--- config.mk ---
export PLATFORM = sky130hd
export DESIGN_NAME = spi_adc_slave_emu_flat
export DESIGN_NICKNAME = d
export VERILOG_FILES = /design/src/rtl/spi_adc_slave_emu_if.sv /design/src/rtl/spi_adc_slave_emu.sv /design/src/flat_wrapper.sv
export SDC_FILE = /design/constraint.sdc
export NUM_CORES = 1
export LEC_CHECK = 0
export CAP_MARGIN = 20
export CORE_UTILIZATION = 55
export CTS_BUF_LIST = sky130_fd_sc_hd__clkbuf_16
export DETAILED_ROUTE_END_ITERATION = 10
export PLACE_DENSITY = 0.85
export SLEW_MARGIN = 10
export SYNTH_ARGS = -nofsm -noshare
export SYNTH_HDL_FRONTEND = slang
export SYNTH_SLANG_ARGS = --single-unit
--- constraint.sdc ---
create_clock -name CLK -period 3.97 [get_ports CLK]
set_clock_uncertainty 0.05 [all_clocks]
set_input_delay 0.397 -clock CLK [delete_from_list [all_inputs] [get_ports CLK]]
set_output_delay 0.397 -clock CLK [all_outputs]
set_load 0.01 [all_outputs]
--- src/rtl/spi_adc_slave_emu_if.sv ---
// SPI pin bundle between an ADC master and the slave emulator.
interface spi_adc_slave_emu_if;
  logic spi_cs_n;
  logic spi_sck;
  logic spi_mosi;
  logic spi_miso;
  logic spi_miso_oe;

  modport master (output spi_cs_n, spi_sck, spi_mosi, input spi_miso, spi_miso_oe);
  modport slave  (input spi_cs_n, spi_sck, spi_mosi, output spi_miso, spi_miso_oe);
endinterface

--- src/rtl/spi_adc_slave_emu.sv ---
// MCP3202-style SPI ADC slave emulator: oversamples the SPI pins on CLK, decodes
// start/SGL/channel/MSBF and shifts back the selected or differential value.
module spi_adc_slave_emu #(
  parameter  int CHANNELS    = 2,
  parameter  int RES_BITS    = 12,
  parameter  int SYNC_STAGES = 2,
  localparam int CH_BITS     = $clog2(CHANNELS)
) (
  input  logic                         CLK,
  input  logic                         RST,
  spi_adc_slave_emu_if.slave           spi,
  input  logic [CHANNELS*RES_BITS-1:0] ch_data,
  output logic                         frame_done,
  output logic                         frame_abort,
  output logic [CH_BITS-1:0]           frame_ch,
  output logic                         frame_diff,
  output logic [RES_BITS-1:0]          frame_value
);

  localparam int CNT_W = $clog2(RES_BITS + CH_BITS + 2);
  localparam int IDX_W = $clog2(RES_BITS);

  typedef enum logic [2:0] {
    S_IDLE, S_WAIT_START, S_CMD, S_NULL, S_DATA_MSB, S_DATA_LSB, S_DONE
  } state_t;

  logic [SYNC_STAGES-1:0] r_cs_sync, r_sck_sync, r_mosi_sync;
  logic                   r_cs_d, r_sck_d;
  logic                   w_cs_n, w_sck, w_mosi;
  logic                   w_cs_rise, w_cs_fall, w_sck_rise, w_sck_fall;

  state_t              r_state, w_state_nxt;
  logic [CNT_W-1:0]    r_cnt, w_cnt_nxt;
  logic                r_sgl, w_sgl_nxt;
  logic [CH_BITS-1:0]  r_ch, w_ch_nxt;
  logic                r_msbf, w_msbf_nxt;
  logic [RES_BITS-1:0] r_result, w_result_nxt;
  logic                r_miso, w_miso_nxt;
  logic                r_oe, w_oe_nxt;
  logic                r_done, w_done_nxt;
  logic                r_abort, w_abort_nxt;
  logic [CH_BITS-1:0]  r_frame_ch, w_frame_ch_nxt;
  logic                r_frame_diff, w_frame_diff_nxt;
  logic [RES_BITS-1:0] r_frame_value, w_frame_value_nxt;

  logic [RES_BITS-1:0] w_ch [CHANNELS];
  logic [RES_BITS-1:0] w_sel_val, w_pair_val, w_conv;

  for (genvar k = 0; k < CHANNELS; k++) begin : g_ch
    assign w_ch[k] = ch_data[k*RES_BITS +: RES_BITS];
  end

  // Channel bits are complete by the MSBF sample; the pair channel differs only in its LSB.
  assign w_sel_val  = w_ch[r_ch];
  assign w_pair_val = w_ch[r_ch ^ CH_BITS'(1)];
  assign w_conv     = r_sgl ? w_sel_val
                    : ((w_sel_val > w_pair_val) ? w_sel_val - w_pair_val : '0);

  assign w_cs_n     = r_cs_sync[SYNC_STAGES-1];
  assign w_sck      = r_sck_sync[SYNC_STAGES-1];
  assign w_mosi     = r_mosi_sync[SYNC_STAGES-1];
  assign w_cs_rise  = w_cs_n & ~r_cs_d;
  assign w_cs_fall  = ~w_cs_n & r_cs_d;
  assign w_sck_rise = w_sck & ~r_sck_d;
  assign w_sck_fall = ~w_sck & r_sck_d;

  always_comb begin
    // NOTE: every next value is defaulted to its hold value first, so no path infers a latch.
    w_state_nxt       = r_state;
    w_cnt_nxt         = r_cnt;
    w_sgl_nxt         = r_sgl;
    w_ch_nxt          = r_ch;
    w_msbf_nxt        = r_msbf;
    w_result_nxt      = r_result;
    w_miso_nxt        = r_miso;
    w_oe_nxt          = r_oe;
    w_done_nxt        = 1'b0;
    w_abort_nxt       = 1'b0;
    w_frame_ch_nxt    = r_frame_ch;
    w_frame_diff_nxt  = r_frame_diff;
    w_frame_value_nxt = r_frame_value;

    if (w_cs_rise) begin
      w_state_nxt = S_IDLE;
      w_miso_nxt  = 1'b0;
      w_oe_nxt    = 1'b0;
      w_abort_nxt = r_state inside {S_CMD, S_NULL, S_DATA_MSB, S_DATA_LSB};
    end else begin
      unique case (r_state)
        S_IDLE: if (w_cs_fall) begin
          w_state_nxt = S_WAIT_START;
          w_cnt_nxt   = '0;
          w_oe_nxt    = 1'b1;
          w_miso_nxt  = 1'b0;
        end
        S_WAIT_START: if (w_sck_rise && w_mosi) begin
          w_state_nxt = S_CMD;
          w_cnt_nxt   = '0;
        end
        S_CMD: if (w_sck_rise) begin
          w_cnt_nxt = r_cnt + 1'b1;
          if (r_cnt == '0) begin
            w_sgl_nxt = w_mosi;
          end else if (r_cnt <= CNT_W'(CH_BITS)) begin
            w_ch_nxt = (r_ch << 1) | CH_BITS'(w_mosi);
          end else begin
            w_msbf_nxt   = w_mosi;
            w_result_nxt = w_conv;
            w_state_nxt  = S_NULL;
          end
        end
        S_NULL: if (w_sck_fall) begin
          w_miso_nxt  = 1'b0;
          w_cnt_nxt   = CNT_W'(RES_BITS - 1);
          w_state_nxt = S_DATA_MSB;
        end
        S_DATA_MSB: if (w_sck_fall) begin
          w_miso_nxt = r_result[r_cnt[IDX_W-1:0]];
          if (r_cnt != '0) begin
            w_cnt_nxt = r_cnt - 1'b1;
          end else if (!r_msbf) begin
            w_cnt_nxt   = CNT_W'(1);
            w_state_nxt = S_DATA_LSB;
          end else begin
            w_state_nxt       = S_DONE;
            w_done_nxt        = 1'b1;
            w_frame_ch_nxt    = r_ch;
            w_frame_diff_nxt  = ~r_sgl;
            w_frame_value_nxt = r_result;
          end
        end
        S_DATA_LSB: if (w_sck_fall) begin
          w_miso_nxt = r_result[r_cnt[IDX_W-1:0]];
          if (r_cnt != CNT_W'(RES_BITS - 1)) begin
            w_cnt_nxt = r_cnt + 1'b1;
          end else begin
            w_state_nxt       = S_DONE;
            w_done_nxt        = 1'b1;
            w_frame_ch_nxt    = r_ch;
            w_frame_diff_nxt  = ~r_sgl;
            w_frame_value_nxt = r_result;
          end
        end
        S_DONE: if (w_sck_fall) w_miso_nxt = 1'b0;
        default: w_state_nxt = S_IDLE;
      endcase
    end
  end

  // NOTE: sequential state uses non-blocking assignments so every flop samples pre-edge values.
  always_ff @(posedge CLK or posedge RST) begin
    if (RST) begin
      r_cs_sync     <= '1;
      r_sck_sync    <= '0;
      r_mosi_sync   <= '0;
      r_cs_d        <= 1'b1;
      r_sck_d       <= 1'b0;
      r_state       <= S_IDLE;
      r_cnt         <= '0;
      r_sgl         <= 1'b0;
      r_ch          <= '0;
      r_msbf        <= 1'b0;
      r_result      <= '0;
      r_miso        <= 1'b0;
      r_oe          <= 1'b0;
      r_done        <= 1'b0;
      r_abort       <= 1'b0;
      r_frame_ch    <= '0;
      r_frame_diff  <= 1'b0;
      r_frame_value <= '0;
    end else begin
      r_cs_sync     <= {r_cs_sync[SYNC_STAGES-2:0], spi.spi_cs_n};
      r_sck_sync    <= {r_sck_sync[SYNC_STAGES-2:0], spi.spi_sck};
      r_mosi_sync   <= {r_mosi_sync[SYNC_STAGES-2:0], spi.spi_mosi};
      r_cs_d        <= w_cs_n;
      r_sck_d       <= w_sck;
      r_state       <= w_state_nxt;
      r_cnt         <= w_cnt_nxt;
      r_sgl         <= w_sgl_nxt;
      r_ch          <= w_ch_nxt;
      r_msbf        <= w_msbf_nxt;
      r_result      <= w_result_nxt;
      r_miso        <= w_miso_nxt;
      r_oe          <= w_oe_nxt;
      r_done        <= w_done_nxt;
      r_abort       <= w_abort_nxt;
      r_frame_ch    <= w_frame_ch_nxt;
      r_frame_diff  <= w_frame_diff_nxt;
      r_frame_value <= w_frame_value_nxt;
    end
  end

  assign spi.spi_miso    = r_miso;
  assign spi.spi_miso_oe = r_oe;
  assign frame_done      = r_done;
  assign frame_abort     = r_abort;
  assign frame_ch        = r_frame_ch;
  assign frame_diff      = r_frame_diff;
  assign frame_value     = r_frame_value;

endmodule

--- src/flat_wrapper.sv ---
// flat-port wrapper written by rule: the top's interface ports become plain ports
module spi_adc_slave_emu_flat 
#(
  parameter  int CHANNELS    = 2,
  parameter  int RES_BITS    = 12,
  parameter  int SYNC_STAGES = 2,
  localparam int CH_BITS     = $clog2(CHANNELS)
)
  (CLK, RST, ch_data, frame_done, frame_abort, frame_ch, frame_diff, frame_value, spi_spi_cs_n, spi_spi_sck, spi_spi_mosi, spi_spi_miso, spi_spi_miso_oe);
  spi_adc_slave_emu_if spi_i ();
  input  logic CLK;
  input  logic RST;
  input  logic [CHANNELS*RES_BITS-1:0] ch_data;
  output logic frame_done;
  output logic frame_abort;
  output logic [CH_BITS-1:0] frame_ch;
  output logic frame_diff;
  output logic [RES_BITS-1:0] frame_value;
  input wire logic [$bits(spi_i.spi_cs_n)-1:0] spi_spi_cs_n;
  input wire logic [$bits(spi_i.spi_sck)-1:0] spi_spi_sck;
  input wire logic [$bits(spi_i.spi_mosi)-1:0] spi_spi_mosi;
  output wire logic [$bits(spi_i.spi_miso)-1:0] spi_spi_miso;
  output wire logic [$bits(spi_i.spi_miso_oe)-1:0] spi_spi_miso_oe;
  assign spi_i.spi_cs_n = spi_spi_cs_n;
  assign spi_i.spi_sck = spi_spi_sck;
  assign spi_i.spi_mosi = spi_spi_mosi;
  assign spi_spi_miso = spi_i.spi_miso;
  assign spi_spi_miso_oe = spi_i.spi_miso_oe;
  spi_adc_slave_emu #(.CHANNELS(CHANNELS), .RES_BITS(RES_BITS), .SYNC_STAGES(SYNC_STAGES)) u_core (.CLK(CLK), .RST(RST), .spi(spi_i), .ch_data(ch_data), .frame_done(frame_done), .frame_abort(frame_abort), .frame_ch(frame_ch), .frame_diff(frame_diff), .frame_value(frame_value));
endmodule
==> results.tsv <==
stage	metric	value	unit
logic_synthesis	seq_area_frac_synth	0.370	
setup_path	timing.rr.end	u_core.r_result[11]$_DFFE_PP0P_	
die	initial_core_util	0.580	
clock_network	cts_tree	done	
clock_network	worstSkewPairLatency	290	ps
logic_synthesis	synth_nets	375	
layout	fillCellCount	444	
setup_path	path_buf_inv	2	
layout	final_layout_size_suffix_gt1_frac	0.152	
run_status	status	finished clean	
timing	slew-limit-headroom	0.454	
global_route	overflow	0	
logic_synthesis	synthFlopType	dfrtp_1	
layout	seqCellArea	1200	sq um
layout	area_growth	20.1	%
clock_network	cts.clk_slew.worst_paths	70	ps
logic_synthesis	synthDistinctLibCells	62	
logic_synthesis	syn-instance-count	329	
clock_network	hold_buffers	0	
clock_network	post_cts_resized	0	
layout	diodes	0	
die	die_h	78.9	um
route	wl_per_cell	15.5	um
global_route	grt_pass1_vias	2472	
setup_path	path_max_fanout	17	
logic_synthesis	synth_area_leader_cell	dfrtp_1	
setup_path	cp_top_family	flip-flops	
power	power.density	635	nW/um^2
route	routed_wl	6800	um
placed_design	place_ws	607	ps
global_route	grt_antenna_before_repair	0	
clock_network	clockBufferDepth	2	
setup_path	critPathLaunchType	register	
timing	hold_viol_final	0	
global_route	grt_max_degree	49	
logic_synthesis	synth.area.top_cells	dfrtp_1, mux2_2, ha_1	
timing	fin_ws	572	ps
route	ant_nets	0	
setup_path	r2r_start	u_core.r_ch$_DFFE_PP0P_	
global_route	grt_pass1_wl	11600	um
die	io-pin-count	47	
setup_path	arrival	3490	ps
die	fp-row-count	27	
die	core	5610	sq um
clock_network	cts_buffers	5	
timing	fin_crit	3400	ps
setup_path	worst_ep_required_time	4060	ps
die	die_w	78.9	um
timing	drv_slew	0	
logic_synthesis	synth-edff-count	0	
global_route	track_usage	0.236	
setup_path	path_cells	mux2i_1, ha_1, inv_1, fa_1, a211oi_1, o21a_1, or3_1, a211oi_2, buf_4, and4_1, mux2i_1, o211ai_1	
route	drt-vias-per-instance	5.98	
clock_network	clock_sink_count	48	
power	ir_drop	0.000388	V
timing	rsz0062_at_grt	no	
setup_path	crit_path_top_delay_cell	dfrtp_1	
setup_path	crit_top_cell	mux2i_1	
timing	max_freq	0.294	GHz
clock_network	htree_levels	2	
logic_synthesis	avgSynthCellArea	9.89	sq um
logic_synthesis	async_reset_ff_frac	1.00	
timing	hold_slack	275	ps
timing	finalCritPeriodShare	0.856	
setup_path	ff2ff_setup_slack	570	ps
logic_synthesis	synth_seq_cells	48	
placed_design	port_buffers	46	
route	vias	2629	
timing	setup_viol	0	
logic_synthesis	syn-cell-area	3250	sq um
layout	multi_input_area	1890	sq um
power	leakage	1.66	nW
timing	worst_slew_pin_slew	816	ps
die	dieArea	6230	sq um
setup_path	critPathCaptureType	register	
layout	fin_nets	413	
hold_path	hold_class	in2async	
setup_path	worst_r2r_path_depth	12	
route	drtPass1Iterations	7	
setup_path	path_class	reg2reg	
run	drv_cap	0	
placed_design	dp_hpwl	5050	um
setup_path	cpPeakStageDelay	780	ps
route	drtIter0Drc	168	
placed_design	gp_congestion	0.909	
clock_network	root_buffer	clkbuf_16	
route	drc_errors	0	
logic_synthesis	synth_top_area_share	0.346	
timing	tns	0	ps
power	total_power	2.48	mW
clock_network	cts_setup_buffers	0	
logic_synthesis	yosysWarnings	0	
-- flip-flops by register name, indices dropped and copies added, names as in the netlist, 2 cells and up --
register,cells
u_core.r_result,12
u_core.r_sck_sync,2
u_core.r_state,3
u_core.r_cnt,4
u_core.frame_value,12
u_core.r_cs_sync,2
u_core.r_mosi_sync,2
-- cell type report --
cell class / instances / share of cell area
clock inverter: 3 / 0.0109
clock buffer: 5 / 0.0320
timing repair buffer: 49 / 0.127
multi-input combinational: 248 / 0.484
sequential: 48 / 0.308
tap: 72 / 0.0231
inverter: 15 / 0.0144
-- report_power, final --
part	internal [mW]	switching, mW
Combinational	0.592	0.547
Clock	0.296	0.181
Sequential	0.649	0.215
Total	1.54	0.943
-- placed cells by master, fill, tap and decap left out, drive strengths merged, types with 2 or more instances in the layout --
cell            n
xor2            4
a21oi          21
a221o           2
mux2i          13
nor2           14
a31oi           5
clkdlybuf4s50  46
o22ai           2
buf             3
dfrtp          45
nor2b           4
nand3           5
o21ai          25
a21o            5
o21a            3
nor3b           3
ha             16
a211oi          4
nor4            2
inv            15
nand2          33
o211ai          3
or3             3
nand4           5
dfstp           3
mux2           29
mux4            3
and2            2
o31ai           5
clkbuf          5
a22oi           9
nor3            4
xnor2           6
-- kinds of logic after synthesis --
| group | Yosys count | synth area share |
|---|---|---|
| buffers and inverters | 33 | 0.0481 |
| multiplexers | 45 | 0.167 |
| adder cells (fa/ha/maj) | 17 | 0.0677 |
| AND/OR/NAND/NOR | 83 | 0.135 |
| flip-flops | 48 | 0.370 |
| AO/OA/AOI/OAI | 93 | 0.185 |
| XOR/XNOR | 10 | 0.0269 |
-- cells in the mapped netlist, drive strengths merged (5+ instances only) --
cell type  instances
a21oi             21
buf                6
a22oi              9
nor2              14
o31ai              5
mux2i             13
xnor2              6
nand2             33
a21o               5
mux2              29
o21ai             25
dfrtp             45
nand4              5
inv               15
nand3              5
ha                16
a31oi              5
clkbuf            12
-- through the flow --
step,cells,area (sq um),utilization
finish,440,3910,0.697
floorplan,329,3250,-
global route,440,3910,0.697
global placement,431,3720,0.663
detailed placement,431,3720,0.663
CTS,439,3890,0.693
-- worst register-to-register path: cells and delay by family (launching register included) --
family                   cells  cell delay [ps]
buffers and inverters        2              260
AND/OR/NAND/NOR              2              340
multiplexers                 2              500
adder cells (fa/ha/maj)      2              650
flip-flops                   1              780
AO/OA/AOI/OAI                4              670
-- worst max-delay path by stage --
stage	endpoint	cells after the start	from	slack [ps]
floorplan	u_core.r_result[7]$_DFFE_PP0P_	12	u_core.r_ch$_DFFE_PP0P_	760
global placement	u_core.r_result[11]$_DFFE_PP0P_	10	u_core.r_ch$_DFFE_PP0P_	710
detailed placement	u_core.r_result[11]$_DFFE_PP0P_	11	u_core.r_ch$_DFFE_PP0P_	610
CTS	u_core.r_result[11]$_DFFE_PP0P_	11	u_core.r_ch$_DFFE_PP0P_	580
global route	u_core.r_result[11]$_DFFE_PP0P_	12	u_core.r_ch$_DFFE_PP0P_	340
finish	u_core.r_result[11]$_DFFE_PP0P_	12	u_core.r_ch$_DFFE_PP0P_	570
-- per-layer routing --
metal,up-vias,global-route usage,part of all wire
met4,0,0.0691,0.014
li1,1291,-,-
met5,-,0,0
met2,90,0.377,0.47
met1,1241,0.335,0.47
met3,7,0.0310,0.043
Note: power is estimated with default switching activity, not from simulation.
